`config.mk`:
```
export PLATFORM = sky130hd
export DESIGN_NAME = ctrl_pipe
export DESIGN_NICKNAME = d
export VERILOG_FILES = /design/src/rtl/ctrl_pipe_pkg.sv /design/src/rtl/ctrl_stage_reg.sv /design/src/rtl/ctrl_pipe.sv
export SDC_FILE = /design/constraint.sdc
export NUM_CORES = 1
export LEC_CHECK = 0
export ABC_AREA = 1
export CORE_ASPECT_RATIO = 0.9
export CORE_MARGIN = 10
export CORE_UTILIZATION = 41
export CTS_CLUSTER_DIAMETER = 120
export DETAILED_ROUTE_END_ITERATION = 6
export GPL_TIMING_DRIVEN = 0
export PLACE_DENSITY = 0.8
export SYNTH_ARGS = -nofsm -noshare
export SYNTH_HDL_FRONTEND = slang
export SYNTH_SLANG_ARGS = --single-unit
```
`constraint.sdc`:
```
create_clock -name clk -period 1.53 [get_ports clk]
set_input_delay 0.153 -clock clk [delete_from_list [all_inputs] [get_ports clk]]
set_output_delay 0.153 -clock clk [all_outputs]
set_load 0.02 [all_outputs]
```
`src/rtl/ctrl_pipe_pkg.sv`:
```
// Shared definitions for the decode-to-writeback control pipeline.
// Holds the divide FSM encoding, control-bundle field layout and the bubble constant.
package ctrl_pipe_pkg;

    // Divide FSM encoding
    typedef enum logic {
        IDLE    = 1'b0,
        DIV_RUN = 1'b1
    } divState_t;

    // Width of the divide residency counter
    localparam int unsigned DIV_CNT_W = 8;

    // Default control bundle width, matching the maindec/aludec output
    localparam int unsigned CTRL_W_DEF = 16;

    // Control bundle field layout, shared with maindec/aludec
    localparam int unsigned MEMTOREG_BIT   = 0;
    localparam int unsigned MEMWRITE_BIT   = 1;
    localparam int unsigned ALUSRC_BIT     = 2;
    localparam int unsigned REGDST_BIT     = 3;
    localparam int unsigned REGWRITE_BIT   = 4;
    localparam int unsigned ALUCONTROL_LSB = 5;
    localparam int unsigned ALUCONTROL_W   = 3;
    localparam int unsigned BRANCH_BIT     = 8;
    localparam int unsigned JUMP_BIT       = 9;

    // Bundle carried by an empty pipeline slot
    localparam logic [CTRL_W_DEF-1:0] CTRL_BUBBLE = {CTRL_W_DEF{1'b0}};

endpackage : ctrl_pipe_pkg

```
`src/rtl/ctrl_stage_reg.sv`:
```
// One pipeline slot: {valid, ctrl} register with flush > hold > load priority.
module ctrl_stage_reg #(
    parameter int unsigned W = 17
) (
    input  logic         clk,
    input  logic         rst,
    input  logic         flush,
    input  logic         hold,
    input  logic [W-1:0] dIn,
    output logic [W-1:0] q
);

    // Slot register: reset and flush empty the slot, hold keeps it, else load
    always_ff @(posedge clk) begin
        if (!rst) begin
            q <= '0;
        end else if (flush) begin
            q <= '0;
        end else if (!hold) begin
            q <= dIn;
        end
    end

endmodule : ctrl_stage_reg

```
`src/rtl/ctrl_pipe.sv`:
```
// Control-signal pipeline from decode through STAGES downstream stages, with a
// multicycle divide that parks in stage 0 and stalls decode.
// Optional performance counters are built when CTRL_PIPE_PERF_EN is defined.
module ctrl_pipe
    import ctrl_pipe_pkg::*;
#(
    parameter int unsigned CTRL_W     = 16,
    parameter int unsigned STAGES     = 3,
    parameter int unsigned DIV_CYCLES = 32,
    parameter int unsigned CNT_W      = 16
) (
    input  logic                     clk,
    input  logic                     rst,
    input  logic [CTRL_W-1:0]        ctrl_d,
    input  logic                     valid_d,
    input  logic                     is_div_d,
    input  logic [STAGES-1:0]        flush_i,
    output logic                     stall_d_o,
    output logic [STAGES*CTRL_W-1:0] ctrl_o,
    output logic [STAGES-1:0]        valid_o,
    output logic                     div_start_o,
    output logic                     div_busy_o,
    output logic [CNT_W-1:0]         stall_cnt_o,
    output logic [CNT_W-1:0]         flush_cnt_o
);

    localparam int unsigned SLOT_W = CTRL_W + 1;

    divState_t              state;
    divState_t              stateNxt;
    logic [DIV_CNT_W-1:0]   divCnt;
    logic [DIV_CNT_W-1:0]   divCntNxt;
    logic                   divStartNxt;
    logic                   divBusy;

    logic [SLOT_W-1:0]      stageD [STAGES];
    logic [SLOT_W-1:0]      stageQ [STAGES];

    assign divBusy    = (state == DIV_RUN);
    assign stall_d_o  = divBusy;
    assign div_busy_o = divBusy;

    // Divide FSM registers
    always_ff @(posedge clk) begin
        if (!rst) begin
            state       <= IDLE;
            divCnt      <= '0;
            div_start_o <= 1'b0;
        end else begin
            state       <= stateNxt;
            divCnt      <= divCntNxt;
            div_start_o <= divStartNxt;
        end
    end

    // Divide FSM next state: enter on an unflushed divide, leave on count 1 or stage-0 flush
    always_comb begin
        stateNxt    = state;
        divCntNxt   = divCnt;
        divStartNxt = 1'b0;
        case (state)
            IDLE: begin
                if (valid_d && is_div_d && !flush_i[0]) begin
                    stateNxt    = DIV_RUN;
                    divCntNxt   = DIV_CNT_W'(DIV_CYCLES - 1);
                    divStartNxt = 1'b1;
                end
            end
            DIV_RUN: begin
                if (flush_i[0]) begin
                    stateNxt  = IDLE;
                    divCntNxt = '0;
                end else begin
                    divCntNxt = divCnt - DIV_CNT_W'(1);
                    if (divCnt == DIV_CNT_W'(1)) begin
                        stateNxt = IDLE;
                    end
                end
            end
            default: begin
                stateNxt  = IDLE;
                divCntNxt = '0;
            end
        endcase
    end

    // Slot inputs: decode (bubble when invalid) into stage 0, bubble into stage 1 while dividing
    always_comb begin
        stageD[0] = valid_d ? {1'b1, ctrl_d} : {1'b0, CTRL_W'(CTRL_BUBBLE)};
        for (int k = 1; k < STAGES; k++) begin
            stageD[k] = stageQ[k-1];
        end
        if (divBusy) begin
            stageD[1] = '0;
        end
    end

    // Pipeline slots; only stage 0 can hold
    for (genvar k = 0; k < STAGES; k++) begin : gStage
        ctrl_stage_reg #(
            .W(SLOT_W)
        ) uStage (
            .clk  (clk),
            .rst  (rst),
            .flush(flush_i[k]),
            .hold ((k == 0) ? divBusy : 1'b0),
            .dIn  (stageD[k]),
            .q    (stageQ[k])
        );
        assign ctrl_o[k*CTRL_W +: CTRL_W] = stageQ[k][CTRL_W-1:0];
        assign valid_o[k]                 = stageQ[k][CTRL_W];
    end

`ifdef CTRL_PIPE_PERF_EN
    // Saturating stall-cycle and flush-edge counters
    always_ff @(posedge clk) begin
        if (!rst) begin
            stall_cnt_o <= '0;
            flush_cnt_o <= '0;
        end else begin
            if (divBusy && (stall_cnt_o != '1)) begin
                stall_cnt_o <= stall_cnt_o + CNT_W'(1);
            end
            if ((|flush_i) && (flush_cnt_o != '1)) begin
                flush_cnt_o <= flush_cnt_o + CNT_W'(1);
            end
        end
    end
`else
    assign stall_cnt_o = '0;
    assign flush_cnt_o = '0;
`endif

endmodule : ctrl_pipe

```
==> summary.md <==
| Metric | Value |
|---|---|
| Area growth syn-to-layout | 48.89% |
| Net Sw Frac | 0.2584 |
| CP max stage delay | 0.63 ns |
| Final WL | 5956 um |
| Overall power | 3426 uW |
| H-tree Lvls | 3 |
| Antenna diodes | 0 |
| Pwr Density | between 900 and 1000 nW/um^2 |
| Vert. Die Dim | about 90 um |
| Max_cap viols | 0 |
| Count of non-filler cells in the finished layout | 469 |
| Dpl hpwl | 4748 um |
| Crit-path slowest cell | clkdlybuf4s50_1 |
| Synthesized area per cell | 8.537 um^2 |
| R2R setup slack | 0.19 ns |
| Drt drc | 0 |
| RSZ-0062 raised after global routing | no |
| CP endpoint kind | primary output |
| Worst EP arrival | 1.29 ns |
| R2r startpoint | div_busy_o$_SDFF_PN0_ |
| Clock power share | 0.380 |
| Core ar. | 5628 um^2 |
| Max Freq | 691.5 MHz |
| DR vias/cell | 4.136 |
| Crit path buf inv count | 1 |
| Fillcell total | 487 |
| Critical setup path kind | reg -> out |
| Pre-antenna DRT Iters | 4 |
| Hold Startpoint | ctrl_d[3] |
| Worst Hold Endpoint | gStage[0].uStage.q[3]$_SDFFE_PP0N_ |
| Reg-to-Reg End | gStage[0].uStage.q[12]$_SDFFE_PP0N_ |
| Synth unique cells | 22 |
| TritonCTS sink count | 61 |
| #FFs+latches synth | 61 |
| Sequential share of power | 0.482 |
| First-pass GRT wire length | a little over 9000 um |
| Internal power consumption | 2541 uW |
| Fin. max-slew vios | 0 |
| Layout cells sized above 1 | 0.1729 |
| Final Skew | 0.005186 ns |
| Commonest non-fill, non-tap cell in the layout | clkdlybuf4s50_1 |
| Worst-path maximum fanout | 2 |
| Final hold slack | 0.3834 ns |
| CTS root buffer | clkbuf_8 |
| Min-delay worst type | in -> reg |
| Yosys warns | 0 |
| Delay-heaviest family, CP | buffers and inverters |
| Area of the multi-input gates | 724.4 um^2 |
| Die footprint | 9210 um^2 |
| Via Count | 1,940 |
| Antenna Violating Nets Remaining | 0 |
| Final period util | 0.9452 |
| Setup_tns | 0 ns |
| Final Hold Viols | 0 |
| Vias in the first global route | 1,934 |
| Startpoint Class | register |
| Gr ovfl total | 0 |
| CP Data Required Time | 1.38 ns |
| R2r worst-path depth | 5 |
| Comb pwr share | 0.139 |
| CTS buffer count | 9 |
| P_sw | slightly below 900 uW |
| Final Wtd Congestion | 0.8466 |
| Storage cell area | ~1200 um^2 |
| Drt wl/cell | 12.70 um |
| Clk slew on worst S/H paths | 0.06 ns |
| CTS Hold Bufs | 0 |
| Syn Inst Count | about 280 |
| CTS tree | done |
| Worst-path cell chain | clkdlybuf4s50_1 |
| Status | completed |
| Worst-case vdd ir drop | 645.7 uV |
| Largest net degree at the start of global routing | 11 |
| Die Wd | 100.1 um |
| Input/output buffers | 76 |
| Leakage Power | 0.001549 uW |
| Seq/Total Area, Yosys | 0.5164 |
| Mapped Area | 2365 um^2 |
| Site Rows | 26 |
| All-Layer GR Usage | 0.1232 |
| Final #Nets | 420 |
| DR iter-0 viols | 63 |
| Final Setup Violations | 0 |
| Cell total after placement | 454 |
| IO Count | 109 |
| Initial antenna violation count | 0 |
| Final min period | 1.446 ns |
| Hold Path Cell Cnt | 3 |
| Clk_lat worst skew | 0.33 ns |
| Starting Density | 0.4202 |
| Final Core Density | 0.6256 |
| Maximum buffer depth of the clock tree | 2 |
| Most frequent cells in the layout | clkdlybuf4s50_1, inv_1, dfxtp_1 |
==> how the worst max path moves through the flow <==
stage | startpoint | end | slack [ns] | depth (start not counted)
finish | gStage[0].uStage.q[9]$_SDFFE_PP0N_ | ctrl_o[9] | 0.08 | 1
global route | flush_i[0] | gStage[0].uStage.q[13]$_SDFFE_PP0N_ | 0.02 | 7
CTS | gStage[1].uStage.q[14]$_SDFF_PP0_ | ctrl_o[30] | 0.03 | 1
detailed placement | rst | gStage[0].uStage.q[12]$_SDFFE_PP0N_ | -0.24 | 6
global placement | rst | gStage[0].uStage.q[13]$_SDFFE_PP0N_ | -0.23 | 6
floorplan | div_busy_o$_SDFF_PN0_ | gStage[1].uStage.q[0]$_SDFF_PP0_ | 0.24 | 6
==> metrics by stage <==
step	cell area [um^2]	worst slack (ns)
6_report	3521	0.08383
5_1_grt	3521	0.01953
4_1_cts	3513	0.03500
2_1_floorplan	2481	0.2425
3_5_place_dp	3329	-0.2422
3_3_place_gp	3329	-0.2277
==> kinds of logic (layout without fill, tap and decap cells) <==
logic type	count (synthesis)	in the layout	synth area share
compound gates	28	28	0.06825
buf+inv	106	197	0.2286
flops	61	61	0.5164
xor+xnor	1	1	0.003704
other cells	1	32	0.001586
fa+ha+maj	2	2	0.01058
simple gates	78	78	0.1709
==> flip-flops by register name, indices dropped and copies added (netlist names) <==
name	count
div_busy_o	1
gStage.uStage.q	51
divCnt	8
div_start_o	1
==> power groups by stage <==
| stage | clock network (uW) | registers [uW] | logic (uW) |
|---|---|---|---|
| 5_1_grt | 1420 | 1650 | 517 |
| 3_3_place_gp | 0 | 1680 | 459 |
| 3_5_place_dp | 0 | 1680 | 468 |
| 4_1_cts | 1340 | 1650 | 467 |
| 6_report | 1300 | 1650 | 475 |
| 2_1_floorplan | 0 | 1710 | 301 |
==> synthesized netlist by cell type <==
cell type  count  share of area
nor3_1         1         0.0021
nand3_1       10          0.021
nor2_1        30          0.048
inv_1         65           0.10
a21oi_1        5          0.011
o21ai_0        6          0.013
or2_1          1         0.0026
clkbuf_1       1         0.0016
nand4_1        3         0.0079
buf_6          2         0.0095
or2_2          1         0.0026
o22ai_1       17          0.045
buf_4         33           0.10
nor2_4        11          0.052
dfxtp_1       61           0.52
xor2_1         1         0.0037
nand2_1       20          0.032
and2_1         1         0.0026
ha_1           2          0.011
buf_2          3         0.0063
conb_1         1         0.0016
inv_2          2         0.0032
==> area by class of cell <==
cell class	instances	share of cell area
flip-flops and latches	61	0.3472
repair buffers	76	0.2161
multi-input cells	141	0.2058
plain buffers	39	0.08209
inverters	67	0.07143
clock buffers	12	0.04691
well taps	70	0.02488
clock inverters	3	0.005686
==> tightest hold or removal path, delay by kind of cell <==
family / cells / cell delay, ns
compound gates: 1 / 0.06
buf+inv: 2 / 0.44
==> per-layer routing <==
layer  up-vias  track usage  share of wire
met3         6      0.04426          0.072
li1       1002            -              -
met1       871       0.1222           0.37
met2        61       0.2268           0.55
met5         -            0              0
met4         0      0.04941         0.0087
==> repair_timing <==
action,CTS,global route
setup endpoints to repair,2,6
buffers inserted,0,0
gates resized for setup,3,2
(Power assumes the default switching activity.)
